<file path="config.mk">
export PLATFORM = sky130hd
export DESIGN_NAME = ro_freq_meter
export DESIGN_NICKNAME = d
export VERILOG_FILES = /design/src/rtl/ro_meter_pkg.sv /design/src/rtl/ro_edge_sync.sv /design/src/rtl/ro_freq_meter.sv
export SDC_FILE = /design/constraint.sdc
export NUM_CORES = 1
export LEC_CHECK = 0
export ABC_AREA = 0
export CORE_AREA = 2 2 86 88
export DETAILED_ROUTE_END_ITERATION = 6
export DIE_AREA = 0 0 88 90
export PLACE_DENSITY = 0.69
export SYNTH_ARGS = -nofsm -noshare
export SYNTH_HDL_FRONTEND = slang
export SYNTH_SLANG_ARGS = --single-unit
</file>
<file path="constraint.sdc">
create_clock -name wb_clk_i -period 2.5 [get_ports wb_clk_i]
set_clock_uncertainty 0.15 [all_clocks]
set_input_delay 0.25 -clock wb_clk_i [delete_from_list [all_inputs] [get_ports wb_clk_i]]
set_output_delay 0.25 -clock wb_clk_i [all_outputs]
set_load 0.1 [all_outputs]
</file>
<file path="src/rtl/ro_meter_pkg.sv">
// Shared types and sizes for the ring-oscillator frequency meter.
package ro_meter_pkg;

    localparam int NUM_RO = 5;
    localparam int TAP_W  = 3;

    // Prefixed so the SETTLE state cannot collide with the SETTLE parameter of the top level.
    typedef enum logic [1:0] {
        ST_IDLE,
        ST_SETTLE,
        ST_GATE,
        ST_DONE
    } meter_state_e;

endpackage

</file>
<file path="src/rtl/ro_edge_sync.sv">
// Brings one asynchronous oscillator tap into the clock domain through two flops,
// then flags each rising edge for one cycle using a third history flop.
module ro_edge_sync (
    input  logic clk_i,
    input  logic rst_ni,
    input  logic async_i,
    output logic rise_o
);

    logic meta_q;
    logic sync_q;
    logic prev_q;

    always_ff @(posedge clk_i or negedge rst_ni) begin
        if (!rst_ni) begin
            meta_q <= 1'b0;
            sync_q <= 1'b0;
            prev_q <= 1'b0;
        end else begin
            meta_q <= async_i;
            sync_q <= meta_q;
            prev_q <= sync_q;
        end
    end

    assign rise_o = sync_q & ~prev_q;

endmodule

</file>
<file path="src/rtl/ro_freq_meter.sv">
// Ring-oscillator measurement engine: settles the oscillator, counts rising edges of one
// synchronised tap over a programmed window, and returns the count on a valid/ready port.
// Optional RO_METER_SATURATE_EN: the counter saturates and reports overflow instead of wrapping.
module ro_freq_meter
    import ro_meter_pkg::*;
#(
    parameter int CNT_W  = 16,
    parameter int WIN_W  = 16,
    parameter int SETTLE = 16
) (
    input  logic             wb_clk_i,
    input  logic             wb_rst_ni,
    input  logic             cmd_valid,
    output logic             cmd_ready,
    input  logic [4:0]       cmd_cfg,
    input  logic [TAP_W-1:0] cmd_tap,
    input  logic [WIN_W-1:0] cmd_window,
    output logic             res_valid,
    input  logic             res_ready,
    output logic [CNT_W-1:0] res_count,
    output logic             res_overflow,
    output logic [4:0]       ro_sel,
    output logic             ro_start,
    input  logic [4:0]       ro_x
);

    localparam int SET_W = (SETTLE > 1) ? $clog2(SETTLE) : 1;

    meter_state_e      state_q, state_d;
    logic [SET_W-1:0]  settle_q, settle_d;
    logic [WIN_W-1:0]  win_q, win_d;
    logic [TAP_W-1:0]  tap_q, tap_d;
    logic [4:0]        sel_q, sel_d;
    logic [CNT_W-1:0]  count_q, count_d;
    logic              ovf_q, ovf_d;

    logic [NUM_RO-1:0]     rise;
    logic [2**TAP_W-1:0]   rise_pad;
    logic                  tap_rise;
    logic                  accept;

    for (genvar i = 0; i < NUM_RO; i++) begin : g_sync
        ro_edge_sync u_sync (
            .clk_i  (wb_clk_i),
            .rst_ni (wb_rst_ni),
            .async_i(ro_x[i]),
            .rise_o (rise[i])
        );
    end

    // Unused tap codes select zero-padding, so they never count anything.
    assign rise_pad = {{(2**TAP_W-NUM_RO){1'b0}}, rise};
    assign tap_rise = rise_pad[tap_q];
    assign accept   = (state_q == ST_IDLE) && cmd_valid;

    always_ff @(posedge wb_clk_i or negedge wb_rst_ni) begin
        if (!wb_rst_ni) begin
            state_q <= ST_IDLE;
        end else begin
            state_q <= state_d;
        end
    end

    always_comb begin
        state_d = state_q;
        case (state_q)
            ST_IDLE:   if (cmd_valid) state_d = ST_SETTLE;
            ST_SETTLE: if (settle_q == '0) state_d = (win_q == '0) ? ST_DONE : ST_GATE;
            ST_GATE:   if (win_q == WIN_W'(1)) state_d = ST_DONE;
            ST_DONE:   if (res_ready) state_d = ST_IDLE;
            default:   state_d = ST_IDLE;
        endcase
    end

    always_comb begin
        cmd_ready = (state_q == ST_IDLE);
        res_valid = (state_q == ST_DONE);
        ro_start  = (state_q == ST_SETTLE) || (state_q == ST_GATE);
    end

    always_comb begin
        settle_d = settle_q;
        win_d    = win_q;
        tap_d    = tap_q;
        sel_d    = sel_q;
        count_d  = count_q;
        ovf_d    = ovf_q;
        if (accept) begin
            settle_d = SET_W'(SETTLE - 1);
            win_d    = cmd_window;
            tap_d    = cmd_tap;
            sel_d    = cmd_cfg;
            count_d  = '0;
            ovf_d    = 1'b0;
        end else if (state_q == ST_SETTLE) begin
            if (settle_q != '0) settle_d = settle_q - SET_W'(1);
        end else if (state_q == ST_GATE) begin
            win_d = win_q - WIN_W'(1);
            if (tap_rise) begin
`ifdef RO_METER_SATURATE_EN
                if (count_q == '1) ovf_d = 1'b1;
                else               count_d = count_q + CNT_W'(1);
`else
                count_d = count_q + CNT_W'(1);
`endif
            end
        end
    end

    always_ff @(posedge wb_clk_i or negedge wb_rst_ni) begin
        if (!wb_rst_ni) begin
            settle_q <= '0;
            win_q    <= '0;
            tap_q    <= '0;
            sel_q    <= '0;
            count_q  <= '0;
            ovf_q    <= 1'b0;
        end else begin
            settle_q <= settle_d;
            win_q    <= win_d;
            tap_q    <= tap_d;
            sel_q    <= sel_d;
            count_q  <= count_d;
            ovf_q    <= ovf_d;
        end
    end

    assign ro_sel       = sel_q;
    assign res_count    = count_q;
    assign res_overflow = ovf_q;

endmodule
</file>
==> results of run 1 <==
==> sequential cells by signal, summed over array words and instances, names as in the netlist <==
name / flops
tap_q: 3
g_sync.u_sync.sync_q: 5
state_q: 2
g_sync.u_sync.meta_q: 5
ro_sel: 5
g_sync.u_sync.prev_q: 5
settle_q: 4
win_q: 16
res_count: 16
==> Yosys cell counts, drive strengths merged (2+ instances only) <==
library cell / count / share of area
a21oi: 21 / 0.034
a22oi: 3 / 0.0073
a31oi: 4 / 0.0081
and2: 4 / 0.0081
and3: 2 / 0.0040
buf: 7 / 0.022
clkbuf: 11 / 0.015
dfrtp: 61 / 0.49
ha: 9 / 0.036
inv: 13 / 0.016
nand2: 44 / 0.053
nand2b: 7 / 0.014
nand3: 13 / 0.021
nand4: 2 / 0.0040
nand4b: 4 / 0.011
nor2: 18 / 0.023
nor3: 12 / 0.019
nor3b: 2 / 0.0048
nor4: 2 / 0.0040
o211ai: 6 / 0.015
o21ai: 36 / 0.058
o22ai: 3 / 0.0061
o2bb2ai: 3 / 0.010
o31ai: 7 / 0.017
o41ai: 4 / 0.014
or2: 2 / 0.0040
or3: 4 / 0.010
or4: 3 / 0.0097
xnor2: 2 / 0.0057
==> cell families (layout without fill, tap and decap cells) <==
group / Yosys count / in the layout
adder cells (fa/ha/maj): 9 / 9
AO/OA/AOI/OAI: 100 / 100
XOR/XNOR: 2 / 2
buffers and inverters: 31 / 100
flip-flops: 61 / 61
AND/OR/NAND/NOR: 124 / 124
other: 1 / 1
==> worst max-delay path by stage <==
stage / to / slack (ps) / cells after the start
after global routing: res_count[10]$_DFFE_PN0P_ / 10 / 7
after detailed placement: res_count[10]$_DFFE_PN0P_ / 60 / 6
after global placement: res_count[10]$_DFFE_PN0P_ / 170 / 6
after CTS: res_count[10]$_DFFE_PN0P_ / 80 / 7
final: res_count[10]$_DFFE_PN0P_ / 150 / 7
after floorplan: res_count[10]$_DFFE_PN0P_ / 80 / 5
==> per-layer routing <==
layer	global-route usage	vias up	part of all wire
met4	0.0641	0	0.010
met2	0.292	64	0.47
met3	0.0579	7	0.051
li1	-	1317	-
met5	0	-	0
met1	0.259	1291	0.47
==> power by group <==
| part | internal (mW) | total [mW] | switching, mW |
|---|---|---|---|
| registers | 1.27 | 1.54 | 0.276 |
| logic | 0.786 | 2.42 | 1.63 |
| clock network | 0.476 | 0.915 | 0.440 |
| total | 2.53 | 4.87 | 2.35 |
==> per-stage QoR <==
step	instances	util	cell area [µm²]	setup slack, ps
2_1_floorplan	328	-	3110	76.4
3_3_place_gp	479	0.532	3740	171
3_5_place_dp	479	0.532	3740	60.9
4_1_cts	496	0.563	3950	81.1
5_1_grt	496	0.563	3960	9.82
6_report	496	0.563	3960	155
==> area by class of cell <==
| cell class | count | area [µm²] |
|---|---|---|
| multi-input cells | 236 | 1430 |
| fillers | 660 | 3070 |
| clock buffers | 9 | 124 |
| clock inverters | 7 | 81.3 |
| repair buffers | 71 | 623 |
| inverters | 13 | 48.8 |
| flip-flops and latches | 61 | 1530 |
| well taps | 99 | 124 |
==> repair_timing <==
action,in CTS,in global routing
hold endpoints to repair,26,0
setup buffers,0,0
hold buffers,1,0
resized for setup,0,1
setup endpoints to repair,0,2
==> metrics.yaml, run 1 <==
sta:
  max_freq_ghz: 0.426
  setup_tns_ps: 0
  setup_viol: 0
  drv_slew: 0
  finalHoldViolations: 0
  worst_pin_slew_ps: 658
  maxSlewHeadroom: 0.561
  rsz0062_at_grt: "false"
  min_period_ps: 2350
  period_share: 0.938
  worst_hold_slack_ps: 190
cells_and_area:
  antenna_cells: 0
  layout-drive-gt1-share: 0.174
  final_nets: 434
  syn2layout_area_growth_pct: 27.6
  final_common_cell: "dfrtp_1"
  mostFrequentLayoutCells: "59 x dfrtp_1, 44 x nand2_1, 37 x buf_4"
die:
  dieArea_um2: 7920
  rows: 31
  initial_core_util: 0.441
  ios: 58
  core-area_um2: 7020
  fp.dieH_um: 90
  die_x_um: 88
logic_synthesis:
  synth-xor-area-share: 0.00565
  syn_area_um2: 3100
  ys_types: 60
  synth_fa_ha_area_frac: 0.0363
  synthSimpleGateAreaFrac: 0.205
  yosysWarnings: 0
  synth_mux_area_frac: 0
  synthFlopType: "dfrtp_1"
  synth-async-reset-ratio: 1.00
  synth_seq_area_share: 0.493
  syn_inst: 328
  syn_nets: 370
  syn_avg_cell_area_um2: 9.45
  synth_edf_count: 0
  synth_compound_area_frac: 0.207
  synth.ff_latch_count: 61
  synth_top_family_by_area: "compound AO/OA/AOI/OAI gates"
clock_network:
  cts_buffers: 9
  clock_sinks: 61
  clk_pin_slew_worst_paths_ps: 80
  cts_root_buffer: "clkbuf_8"
  htreeDepth: 3
  clk_latency_ps: 350
  clk_path_buf_depth: 2
  cts_tree: "yes"
global_routing:
  grt_start_max_net_pins: 36
  grt_pass1_vias: 2655
  grt_pass1_wl_um: 12100
  antenna_found_initial: 0
  grt-ovfl-total: 0
  grt_usage: 0.191
worst_setup_path:
  slowest_delay_ps: 400
  startpoint_type: "flop"
  crit_path_start: "state_q[0]$_DFFE_PN0P_"
  critPathSlowestCell: "dfrtp_1"
  critPathBufInv: 1
  cp_top_family: "compound AO/OA/AOI/OAI gates"
  cp_common_cell: "o41ai_1"
  crit_path_max_fanout: 11
  ff2ff_path_depth: 7
  rr_endpoint: "res_count[10]$_DFFE_PN0P_"
  r2r_slack_ps: 150
  crit_chain: "inv_1 > ha_1 > a21oi_1 > o41ai_1 > a31oi_1 > nand2b_2 > o41ai_1"
  critical_path_class: "reg2reg"
  required_ps: 2580
  rr_startpoint: "state_q[0]$_DFFE_PN0P_"
  cp-end-kind: "flop"
  arrival_ps: 2430
route:
  routedWlPerCell_um: 14.2
  drtIter0Drc: 190
  routed-via-count: 2679
  drcViolationCount: 0
  dr.pass1.iters: 4
  ant_nets: 0
  routed_via_density: 5.40
  drt_wl_total_um: 7050
outcome:
  status: "finished clean"
worst_hold_path:
  min_path_cells: 1
  min-delay-start: "ro_x[3]"
  min_path_type: "in2reg"
  whs_endpoint: "g_sync[3].u_sync.meta_q$_DFF_PN0_"
power_and_ir_drop:
  peakVddDrop_mv: 0.706
  power.leakage_nw: 1.66
  p_per_area_nw_per_um2: 1230
  power.total_mw: 4.87
place:
  gp_congestion: 0.779
  io_buffers: 56
  post-dp-hpwl_um: 4930
flow_run:
  cap_violations: 0
Note: power is estimated with default switching activity, not from simulation.
==> inputs of run 2 (changes only) <==
--- a/config.mk
+++ b/config.mk
@@ -6,10 +6,12 @@
 export NUM_CORES = 1
 export LEC_CHECK = 0
 export ABC_AREA = 0
-export CORE_AREA = 2 2 86 88
+export CORE_AREA = 5 5 89 91
+export CTS_CLUSTER_SIZE = 30
 export DETAILED_ROUTE_END_ITERATION = 6
-export DIE_AREA = 0 0 88 90
+export DIE_AREA = 0 0 94 96
 export PLACE_DENSITY = 0.69
+export SLEW_MARGIN = 20
 export SYNTH_ARGS = -nofsm -noshare
 export SYNTH_HDL_FRONTEND = slang
 export SYNTH_SLANG_ARGS = --single-unit
==> metrics.yaml, run 2 (synthesized netlist as in run 1, its figures left out) <==
sta:
  worst_hold_slack_ps: 184  # -6.27 ps
  drv_slew: 0  # unchanged
  finalHoldViolations: 0  # unchanged
  setup_tns_ps: 0  # unchanged
  maxSlewHeadroom: 0.513  # -0.0486
  period_share: 0.906  # -0.0325
  worst_pin_slew_ps: 731  # +72.9 ps
  max_freq_ghz: 0.442  # +3.6%
  rsz0062_at_grt: "false"
  min_period_ps: 2260  # -81.1 ps
  setup_viol: 0  # unchanged
route:
  dr.pass1.iters: 4  # unchanged
  ant_nets: 0  # unchanged
  routed-via-count: 2694  # +0.56%
  drtIter0Drc: 148  # -22%
  routed_via_density: 5.42  # +0.36%
  routedWlPerCell_um: 14.4  # +1.1%
  drcViolationCount: 0  # unchanged
  drt_wl_total_um: 7140  # +1.3%
global_routing:
  grt_usage: 0.169  # -0.0221
  grt_start_max_net_pins: 34  # -5.6%
  grt-ovfl-total: 0  # unchanged
  grt_pass1_vias: 2574  # -3.1%
  grt_pass1_wl_um: 12100  # -0.51%
  antenna_found_initial: 0  # unchanged
cells_and_area:
  fin_area_um2: 3940  # -0.38%
  fillers: 662  # +0.30%
  final_nets: 435  # +0.23%
  mostFrequentLayoutCells: "59 x dfrtp_1, 44 x nand2_1, 38 x buf_4"
  final_common_cell: "dfrtp_1"
  layout-drive-gt1-share: 0.176  # +0.00208
  antenna_cells: 0  # unchanged
  syn2layout_area_growth_pct: 27.1
worst_setup_path:
  critPathBufInv: 1  # unchanged
  critical_path_class: "reg2reg"
  startpoint_type: "flop"
  cp_common_cell: "o41ai_1"
  cp-end-kind: "flop"
  arrival_ps: 2350  # -80 ps
  ff2ff_path_depth: 7  # unchanged
  slowest_delay_ps: 410  # about the same
  cp_top_family: "compound AO/OA/AOI/OAI gates"
  critPathSlowestCell: "dfrtp_1"
  required_ps: 2580  # about the same
  crit_path_max_fanout: 11  # unchanged
  crit_cells: 7  # unchanged
  crit_chain: "inv_1 > ha_1 > a21oi_1 > o41ai_1 > a31oi_1 > nand2b_2 > o41ai_1"
power_and_ir_drop:
  p_per_area_nw_per_um2: 1200  # -2.2%
  power.leakage_nw: 1.65  # -0.60%
  peakVddDrop_mv: 0.792  # +12%
place:
  gp_congestion: 0.790  # +1.4%
  io_buffers: 56  # unchanged
  place_area_um2: 3740  # +0.20%
  post-dp-hpwl_um: 5090  # +3.2%
die:
  ios: 58  # unchanged
  fp.dieH_um: 96  # +6.7%
  die_x_um: 94  # +6.8%
  initial_core_util: 0.439  # -0.00243
  rows: 31  # unchanged
  core-area_um2: 7060  # +0.55%
  dieArea_um2: 9020  # +14%
worst_hold_path:
  min_path_cells: 1  # unchanged
  min_path_type: "in2reg"
clock_network:
  clock_sinks: 61  # unchanged
  clk_path_buf_depth: 2  # unchanged
  htreeDepth: 3  # unchanged
  cts_root_buffer: "clkbuf_8"
  cts_tree: "yes"
  clk_pin_slew_worst_paths_ps: 80  # about the same
  clk_latency_ps: 350  # about the same
  cts_buffers: 9  # unchanged
outcome:
  status: "finished clean"
flow_run:
  cap_violations: 0  # unchanged
-- run 2: changes by cell type in the layout (fill, tap and decap cells not counted) --
cell        before  now
inv_6            4    2
clkinvlp_4       1    2
bufinv_16        1    0
clkinv_4         1    3
buf_4           37   38
-- run 2: worst register-to-register path, stage by stage (launching register included) --
cell	delay (ps)
dfrtp_1	410
inv_1	190
ha_1	240
a21oi_1	90
o41ai_1	350
a31oi_1	90
nand2b_2	310
o41ai_1	340
-- run 2: per-layer routing --
metal	wire length [µm]	global-route usage
met1	3240	0.220
met2	3290	0.265
met3	537	0.0610
met4	74	0.0529
met5	0	0
-- run 2: through the flow --
stage	std cells	setup slack (ps)	power, mW	util
global placement	480	240	3.92	0.530
CTS	497	120	4.79	0.558
global route	497	38.5	5.08	0.558
floorplan	328	76.4	3.44	-
finish	497	236	4.75	0.558
detailed placement	480	166	3.96	0.530
-- run 2: repair_timing --
action | in CTS | in global routing
hold buffers | 1 | 0
endpoints found under the hold margin | 28 | 0
resized for setup | 0 | 1
buffers inserted | 0 | 0
endpoints found under the setup margin | 0 | 4
-- run 2: path summary, 6_finish.rpt --
path / slack (ps) / start / end
setup reg to reg: 240 / state_q[0]$_DFFE_PN0P_ / res_count[6]$_DFFE_PN0P_
min in group asynchronous: 360 / wb_rst_ni / win_q[4]$_DFFE_PN0P_
hold reg to reg: 200 / g_sync[4].u_sync.meta_q$_DFF_PN0_ / g_sync[4].u_sync.sync_q$_DFF_PN0_
max in group asynchronous: 1230 / wb_rst_ni / res_count[10]$_DFFE_PN0P_
setup / recovery: 240 / state_q[0]$_DFFE_PN0P_ / res_count[6]$_DFFE_PN0P_
hold / removal: 180 / ro_x[2] / g_sync[2].u_sync.meta_q$_DFF_PN0_
-- run 2: final cells by class --
class | count | area, µm² | area share
clock inverter | 7 | 58.8 | 0.0149
inverter | 13 | 48.8 | 0.0124
multi-input combinational | 236 | 1430 | 0.362
clock buffer | 9 | 124 | 0.0314
sequential | 61 | 1530 | 0.388
timing repair buffer | 72 | 631 | 0.160
tap | 99 | 124 | 0.0314
-- run 2: where the power goes --
part           switching [mW]  total, mW  leakage, nW  internal (mW)
clock network           0.433      0.803       0.0864          0.370
logic                    1.62       2.40        0.818          0.780
registers               0.278       1.55        0.750           1.27
==> inputs of run 3 (changes only) <==
--- a/config.mk
+++ b/config.mk
@@ -10,7 +10,8 @@
 export CTS_CLUSTER_SIZE = 30
 export DETAILED_ROUTE_END_ITERATION = 6
 export DIE_AREA = 0 0 94 96
-export PLACE_DENSITY = 0.69
+export DONT_BUFFER_PORTS = 1
+export PLACE_DENSITY = 0.58
 export SLEW_MARGIN = 20
 export SYNTH_ARGS = -nofsm -noshare
 export SYNTH_HDL_FRONTEND = slang
==> metrics.yaml, run 3 (synthesized netlist as in run 1, its figures left out) <==
worst_setup_path:
  arrival_ps: 2400  # +50 ps
  required_ps: 2600  # +20 ps
  critical_path_class: "reg2reg"
  crit_path_max_fanout: 7  # -4
  cp-end-kind: "flop"
  startpoint_type: "flop"
route:
  drt_wl_total_um: 7320  # +2.4%
  routed-via-count: 2655  # -1.4%
  ant_nets: 0  # unchanged
  drcViolationCount: 0  # unchanged
  routedWlPerCell_um: 15.0  # +4.6%
  drtIter0Drc: 138  # -6.8%
  dr.pass1.iters: 4  # unchanged
  routed_via_density: 5.45  # +0.58%
cells_and_area:
  layout-drive-gt1-share: 0.160  # -0.0161
  final_nets: 425  # -2.3%
  postLayoutCoreUtil: 0.554  # -0.00372
  antenna_cells: 0  # unchanged
  mostFrequentLayoutCells: "59 x dfrtp_1, 44 x nand2_1, 33 x o21ai_0"
  syn2layout_area_growth_pct: 26.3
  instances_no_fill: 487  # -2.0%
  final_common_cell: "dfrtp_1"
global_routing:
  grt_start_max_net_pins: 62  # +82%
  grt-ovfl-total: 0  # unchanged
  grt_usage: 0.178  # +0.00849
  grt_pass1_wl_um: 12700  # +5.2%
  antenna_found_initial: 0  # unchanged
  grt_pass1_vias: 2606  # +1.2%
die:
  fp.dieH_um: 96  # unchanged
  dieArea_um2: 9020  # unchanged
  ios: 58  # unchanged
  initial_core_util: 0.439  # unchanged
  core-area_um2: 7060  # unchanged
  die_x_um: 94  # unchanged
  rows: 31  # unchanged
clock_network:
  clk_pin_slew_worst_paths_ps: 80  # about the same
  clk_path_buf_depth: 2  # unchanged
  cts_tree: "yes"
  cts_root_buffer: "clkbuf_8"
  cts_buffers: 9  # unchanged
  clk_latency_ps: 340  # about the same
  htreeDepth: 3  # unchanged
  ctsResizeCount: 0  # unchanged
  clock_sinks: 61  # unchanged
power_and_ir_drop:
  peakVddDrop_mv: 0.809  # +2.1%
  power.total_mw: 4.91  # +3.4%
  p_per_area_nw_per_um2: 1250  # +4.1%
  power.leakage_nw: 1.65  # -0.52%
sta:
  setup_viol: 0  # unchanged
  min_period_ps: 2300  # +36.3 ps
  period_share: 0.920  # +0.0145
  max_freq_ghz: 0.435  # -1.6%
  maxSlewHeadroom: 0.393  # -0.120
  worst_hold_slack_ps: 86.4  # -97.1 ps
  drv_slew: 0  # unchanged
  worst_pin_slew_ps: 911  # +180 ps
  setup_tns_ps: 0  # unchanged
  finalHoldViolations: 0  # unchanged
  rsz0062_at_grt: "false"
place:
  post-dp-hpwl_um: 5070  # -0.45%
  gp_congestion: 0.782  # -0.99%
  dp_cells: 441  # -8.1%
  io_buffers: 0  # -100%
outcome:
  status: "finished clean"
flow_run:
  cap_violations: 0  # unchanged
worst_hold_path:
  min_path_type: "in2reg"
-- run 3: cell count changes in the layout (fill, tap and decap cells not counted), sizes merged --
cell	previous run	this run
buf	40	33
bufinv	0	2
clkbuf	9	10
clkdlybuf4s50	31	0
clkinv	3	1
clkinvlp	2	1
dlygate4sd3	1	29
-- run 3: worst max-delay path, stage by stage (launching register included) --
cell      delay (ps)
dfrtp_1          410
inv_1            190
ha_1             250
a21oi_1           90
o41ai_1          320
a31oi_1           90
nand2b_1         290
buf_4            230
o31ai_1          210
-- run 3: metrics by stage --
stage / setup WS, ps / area [µm²]
5_1_grt: 33.3 / 3910
4_1_cts: 170 / 3910
2_1_floorplan: 76.4 / 3110
3_5_place_dp: 182 / 3360
3_3_place_gp: 241 / 3360
6_report: 200 / 3910
-- run 3: worst paths after layout --
kind	startpoint	end	slack (ps)	cells past startpoint
worst max-delay path	state_q[0]$_DFFE_PN0P_	res_count[4]$_DFFE_PN0P_	200	8
worst min-delay path	cmd_window[14]	win_q[14]$_DFFE_PN0P_	90	2
worst max register to register	state_q[0]$_DFFE_PN0P_	res_count[4]$_DFFE_PN0P_	200	8
worst min register to register	g_sync[4].u_sync.meta_q$_DFF_PN0_	g_sync[4].u_sync.sync_q$_DFF_PN0_	200	0
max in group asynchronous	wb_rst_ni	res_count[1]$_DFFE_PN0P_	1650	2
min in group asynchronous	wb_rst_ni	res_count[0]$_DFFE_PN0P_	300	2
-- run 3: power breakdown --
| group | total [mW] | switching (mW) | internal, mW |
|---|---|---|---|
| registers | 1.82 | 0.556 | 1.26 |
| logic | 2.08 | 1.34 | 0.738 |
| clock network | 1.01 | 0.416 | 0.597 |
-- run 3: routing by layer --
| layer | track usage | vias up | routed length [µm] |
|---|---|---|---|
| met5 | 0 | - | 0 |
| met4 | 0.0493 | 0 | 80 |
| met3 | 0.0477 | 7 | 387 |
| met2 | 0.301 | 63 | 3530 |
| met1 | 0.225 | 1290 | 3320 |
| li1 | - | 1295 | - |
-- run 3: repair_timing --
item | in CTS | in global routing
hold buffers | 30 | 0
buffers inserted | 0 | 0
hold endpoints to repair | 89 | 0
-- run 3: final cells by class --
| type | instances | area [µm²] |
|---|---|---|
| well taps | 99 | 124 |
| repair buffers | 62 | 558 |
| clock inverters | 6 | 93.8 |
| multi-input cells | 236 | 1420 |
| inverters | 13 | 48.8 |
| fillers | 653 | 3150 |
| flip-flops and latches | 61 | 1530 |
| clock buffers | 10 | 138 |
